**config.mk**
```make
export PLATFORM = sky130hd
export DESIGN_NAME = vga_timing_gen
export DESIGN_NICKNAME = d
export VERILOG_FILES = /design/src/rtl/vga_timing_gen.sv
export SDC_FILE = /design/constraint.sdc
export NUM_CORES = 1
export LEC_CHECK = 0
export CORE_UTILIZATION = 50
export CTS_BUF_LIST = sky130_fd_sc_hd__clkbuf_16
export CTS_CLUSTER_DIAMETER = 100
export CTS_CLUSTER_SIZE = 30
export DETAILED_ROUTE_END_ITERATION = 8
export MAX_ROUTING_LAYER = met4
export PLACE_DENSITY = 0.8
export SYNTH_ARGS = -nofsm -noshare
export SYNTH_HDL_FRONTEND = slang
export SYNTH_SLANG_ARGS = --single-unit
```
**constraint.sdc**
```tcl
create_clock -name i_clk -period 2.2 [get_ports i_clk]
set_clock_uncertainty 0.05 [all_clocks]
set_input_delay 0.44 -clock i_clk [delete_from_list [all_inputs] [get_ports i_clk]]
set_output_delay 0.44 -clock i_clk [all_outputs]
set_load 0.05 [all_outputs]
```
**src/rtl/vga_timing_gen.sv**
```systemverilog
// vga_timing_gen: parametrised VGA raster timing with pixel-clock divider and registered, mutually aligned outputs
module vga_timing_gen #(
    parameter int H_ACTIVE = 640,
    parameter int H_FP = 16,
    parameter int H_SYNC = 96,
    parameter int H_BP = 48,
    parameter int V_ACTIVE = 480,
    parameter int V_FP = 10,
    parameter int V_SYNC = 2,
    parameter int V_BP = 33,
    parameter bit H_POL = 1'b0,
    parameter bit V_POL = 1'b0,
    parameter int CLK_DIV = 1,
    parameter int CW = 10
) (
    input logic i_clk,
    input logic i_rst,
    input logic i_en,
    output logic pix_stb,
    output logic [CW-1:0] hp,
    output logic [CW-1:0] vp,
    output logic display,
    output logic h_sync,
    output logic v_sync,
    output logic vblank,
    output logic line_start,
    output logic frame_start
);
    localparam int H_TOTAL = H_ACTIVE + H_FP + H_SYNC + H_BP;
    localparam int V_TOTAL = V_ACTIVE + V_FP + V_SYNC + V_BP;
    localparam int DW = CLK_DIV > 1 ? $clog2(CLK_DIV) : 1;
    localparam logic [DW-1:0] D_LAST = DW'(CLK_DIV - 1);
    localparam logic [CW-1:0] H_LAST = CW'(H_TOTAL - 1);
    localparam logic [CW-1:0] V_LAST = CW'(V_TOTAL - 1);
    localparam logic [CW-1:0] HA = CW'(H_ACTIVE);
    localparam logic [CW-1:0] VA = CW'(V_ACTIVE);
    localparam logic [CW-1:0] HS_LO = CW'(H_ACTIVE + H_FP);
    localparam logic [CW-1:0] HS_HI = CW'(H_ACTIVE + H_FP + H_SYNC - 1);
    localparam logic [CW-1:0] VS_LO = CW'(V_ACTIVE + V_FP);
    localparam logic [CW-1:0] VS_HI = CW'(V_ACTIVE + V_FP + V_SYNC - 1);
    if (CLK_DIV < 1 || H_TOTAL > 2**CW || V_TOTAL > 2**CW) begin : g_bad_cfg
        $error("vga_timing_gen: CLK_DIV must be >= 1 and CW must hold H_TOTAL-1 and V_TOTAL-1");
    end
    logic [DW-1:0] div;
    logic [CW-1:0] hc;
    logic [CW-1:0] vc;
    logic tick;
    always_comb tick = i_en && div == D_LAST;
    always_ff @(posedge i_clk) begin
        if (i_rst) begin
            div <= '0;
            hc <= '0;
            vc <= '0;
            hp <= '0;
            vp <= '0;
            display <= 1'b0;
            vblank <= 1'b0;
            h_sync <= ~H_POL;
            v_sync <= ~V_POL;
            pix_stb <= 1'b0;
            line_start <= 1'b0;
            frame_start <= 1'b0;
        end else begin
            pix_stb <= tick;
            line_start <= tick && hc == '0;
            frame_start <= tick && hc == '0 && vc == '0;
            if (i_en) div <= div == D_LAST ? '0 : div + 1'b1;
            if (tick) begin
                hp <= hc;
                vp <= vc;
                display <= hc < HA && vc < VA;
                vblank <= vc >= VA;
                h_sync <= hc >= HS_LO && hc <= HS_HI ? H_POL : ~H_POL;
                v_sync <= vc >= VS_LO && vc <= VS_HI ? V_POL : ~V_POL;
                hc <= hc == H_LAST ? '0 : hc + 1'b1;
                if (hc == H_LAST) vc <= vc == V_LAST ? '0 : vc + 1'b1;
            end
        end
    end
endmodule

```
---- Yosys cells after proc, flatten, opt, wreduce, memory -nomap -nowiden ----
Cells that the tools add are included.
operators by class
  equal/unequal tests ..................... 2
  reductions and logical operators ........ 9
  $lt $le $gt $ge ......................... 7
  mux-type cells .......................... 5
  $add $sub $neg .......................... 3
  bitwise logic cells ..................... 1
operators by type and width
  cell                   count
  $add 10x1->10 const B  2
  $eq 10x10->1 const B   2
  $ge 10x9->1 const B    2
  $logic_not 10->1       2
  $mux 10                2
  $ge 10x10->1 const B   1
  $le 10x10->1 const B   1
  $le 10x9->1 const B    1
  $lt 10x10->1 const B   1
  $lt 10x9->1 const B    1
  $logic_and 1x1->1      6
  $mux 1                 3
  $reduce_and 2->1       1
  $add 1x1->1 const B    1
  $not 1->1              1
word-level totals
  output and inout port bits .............. 27
  flip-flop bits (word level) ............. 48
  logic and storage cells ................. 39

---- Depth between registers and ports, before layout ----
Gate-level depths: netlist (run 1).
  depth in word-level cells ............... 4
  gate-level depth with buffers ........... 6

---- Least setup slack after synthesis (run 1) ----
OpenSTA, ideal clock, no wires.
  kind .................................... reg2reg
  start point ............................. reg hc[0]
  end point ............................... reg vc[7]
  clock period less this slack ............ 1904 ps
  data required time ...................... 2080 ps
  buffers on the path ..................... 0
  library setup time ...................... 70 ps
  arrival time ............................ 1784 ps
  slack ................................... 296 ps
  stages on the path, launching flop included .. 6
  cell sequence ........................... dfxtp_1 > ha_1 > nand4_2 > or4_4 > or3_1 > a21oi_1
between the ends
  longest elaborated chain between the ends .. 2
ends and longest elaborated chain
  what                        line  text
  start: declaration          45    logic [CW-1:0] hc;
  start signal: assignment    75    hc <= hc == H_LAST ? '0 : hc + 1'b1;
  $eq 10x10->1                76    if (hc == H_LAST) vc <= vc == V_LAST ? '0 : vc + 1'b1;
  $reduce_and 2->1 (no line)  n/a
  end signal: assignment      76
  end: declaration            46    logic [CW-1:0] vc;
Every way passes these cells.
A chain may end at the register's enable or synchronous reset.

---- Worst setup path after layout (run 1) ----
  start point ............................. reg hc[8]
  end point ............................... reg vc[7]
The elaborated chain is that of the path after synthesis.

==> metrics.yaml, run 1 <==
hold_class: "reg -> reg"
core_um2: 3800
cap_violations: 0
cts.htree.levels: 2
synth-edff-count: 0
remaining_drc_errors: 0
portBuffers: 29
grt_max_degree: 39
cts_buffer_depth: 2
die_y_um: 66.0
wl_per_cell_um: 14.0
clock_latency_ps: 280
slew_headroom_pct: 65.4
p_sw_share_pct: 20.7
die-area_um2: 4360
status: "completed"
crit_required_ps: 2370
cts_hold_buf: 0
cts-root-buf: "clkbuf_16"
grt_pass1_wl_mm: 7.47
max_freq_mhz: 508
tightest_slew_ps: 517
synth.most_common_cell: "dfxtp_1"
fp-row-count: 22
crit_type: "reg -> reg"
r2r-start: "hc[8]"
place.gp.congestion: 0.893
track_usage_pct: 23.7
cellLeakagePower_nw: 1.04
synth_area_per_cell_um2: 9.36
critPathLaunchType: "register"
final_layout_size_suffix_gt1_share_pct: 11.4
netlist.area_leader.share_pct: 45.9
diodes: 0
critPathMaxFanout: 9
hold_viol_final: 0
vdd_ir_drop_max_mv: 0.410
routed_wl_mm: 4.25
total_power_mw: 1.80
cts_tree: "yes"
ys_top_cells_by_count: "dfxtp_1 (47), nor2_1 (34), mux2i_1 (21)"
antenna_found_initial: 0
finalCritPeriodShare_pct: 89.5
min_period_ps: 1970
worst_path_dominant_cell_family: "simple AND/OR/NAND/NOR gates"
syn_to_final_growth_pct: 27.0
cts.clk_slew.worst_paths_ps: 60
syn_area_um2: 2050
dpl.cell_count: 295
timing.setup.tns_ps: 0
cts_resized: 0
syn_inst: 219
clkPwrFrac_pct: 46.2
seq_area_um2: 941
synth-seq-area-share_pct: 45.9
worstHoldEndpoint: "display"
nets: 261
rsz0062_at_grt: "no"
drv_slew: 0
power_switching_mw: 0.374
comb_power_share_pct: 5.8
hpwl_mm: 2.83
ys_seq_elements: 47
internal_power_mw: 1.43
grt_pass1_vias: 1566
synth_fp_nets: 226
vias: 1653
post_cts_buffers: 0
antenna_left: 0
drt_iter0_drc: 98
initial_core_util_pct: 54.0
setup_viol: 0
ioPinCount: 30
cp_data_arrival_time_ps: 2140
path_cells: "nand4b_4, or4_4, or3_1, a21oi_1"
p_per_area_nw_per_um2: 692
reg2regPathDepth: 4
worstSetupEndpointType: "register"
reg2reg_to: "vc[7]"
final_cells: 303
cp.buffers_inverters: 0
multiInputGateArea_um2: 1020
gr-total-overflow: 0
synth.area.top_cells: "dfxtp_1 (46%), mux2i_1 (10%), nor2_1 (6.2%)"
cts-buffers-inserted: 5
pwr-share-seq_pct: 48.0
slowest_delay_ps: 600
hp-start: "display"
synth_ff_type: "dfxtp_1"
drt_pass1_iterations: 4
die_w_um: 66.0
synth.distinct_cells: 36
cp_slowest_cell: "or4_4"
min_path_cells: 2
routed_via_density: 5.46
async_reset_ff_share_pct: 0
r2r_slack_ps: 230
cts.sinks: 47
synth_warnings: 0
synth_largest_area_cell: "dfxtp_1"
fillCellCount: 314
cells by family (layout without fill, tap and decap cells):
group	Yosys count	count (layout)	share of synthesized area (%)
XOR/XNOR	13	13	5.55
flip-flops	47	47	45.9
buffers and inverters	22	58	4.52
multiplexers	21	21	10.3
AO/OA/AOI/OAI	16	16	5.06
AND/OR/NAND/NOR	96	96	26.3
adder cells (fa/ha/maj)	4	4	2.44
worst reg2reg max path: stages, from the launching register on:
cell and delay, ps:
dfxtp_1 550, nand4b_4 220, or4_4 600, or3_1 360, a21oi_1 140
how the worst max path moves through the flow:
stage	from	endpoint	slack, ps	cells after the start
after floorplan	hc[0]	vc[7]	300	5
after global placement	i_en	vc[9]	20	5
after detailed placement	i_en	vc[7]	10	5
after CTS	hc[8]	vc[9]	230	4
after global routing	hc[8]	vc[7]	60	4
final	hc[8]	vc[7]	230	4
through the flow:
stage          hold WS [ps]  instance area (µm²)  utilization, %  setup WS [ps]
6_report                424                 2600            68.5            232
5_1_grt                 469                 2600            68.5           62.7
4_1_cts                 428                 2600            68.5            234
3_5_place_dp            416                 2440            64.2           13.2
3_3_place_gp            408                 2440            64.2           24.6
2_1_floorplan           424                 2050               -            296
sequential cells by signal (all words and copies together) (netlist names):
register and flops:
vblank 1, vc 10, display 1, vp 10
line_start 1, frame_start 1, hp 10, pix_stb 1
h_sync 1, v_sync 1, hc 10
layer usage:
layer	track usage (%)	routed length [µm]	part of all wire (%)	vias to the layer above
li1	-	-	-	833
met1	32.0	2140	50	767
met2	32.8	1820	43	46
met3	7.24	221	5.2	7
met4	9.57	74	1.7	0
met5	-	0	0	-
layout make-up:
class	instances	share of cell area, %
timing repair buffer	43	15.2
multi-input combinational	150	39.1
sequential	47	36.1
clock inverter	3	1.49
tap	48	2.31
clock buffer	5	4.81
inverter	7	1.01
power groups by stage:
stage               Sequential [mW]  Clock, mW  Combinational, mW
floorplan                     0.909          0             0.0475
global placement              0.884          0              0.103
detailed placement            0.885          0              0.104
CTS                           0.865      0.851              0.104
global route                  0.866      0.884              0.112
finish                        0.866      0.834              0.104
layout by cell type (no fill, tap or decap), types with 2 or more instances in the layout:
cell,synthesis,layout
and3_1,2,2
mux2i_1,21,21
nor4_1,6,6
nand4_1,4,4
ha_1,4,4
a21oi_1,8,8
or3_1,2,2
nand2_1,8,8
inv_1,7,7
o311ai_0,2,2
nor4b_1,3,3
or2_2,2,2
nor2_1,34,34
o21ai_0,4,4
nand2b_1,4,4
clkdlybuf4s50_1,0,29
nand3_1,9,9
nand4bb_1,2,2
or4_4,2,2
clkbuf_16,0,5
dfxtp_1,47,47
xor2_1,6,6
and4_1,3,3
xnor2_1,7,7
nor3_1,8,8
buf_4,1,14
(Power assumes the default switching activity.)
==> run 2, diff against run 1 <==
--- a/config.mk
+++ b/config.mk
@@ -8,7 +8,7 @@
 export CORE_UTILIZATION = 50
 export CTS_BUF_LIST = sky130_fd_sc_hd__clkbuf_16
 export CTS_CLUSTER_DIAMETER = 100
-export CTS_CLUSTER_SIZE = 30
+export CTS_CLUSTER_SIZE = 28
 export DETAILED_ROUTE_END_ITERATION = 8
 export MAX_ROUTING_LAYER = met4
 export PLACE_DENSITY = 0.8
==> results of run 2 <==
The final DEF is identical to that of run 1; final timing and power are the same.
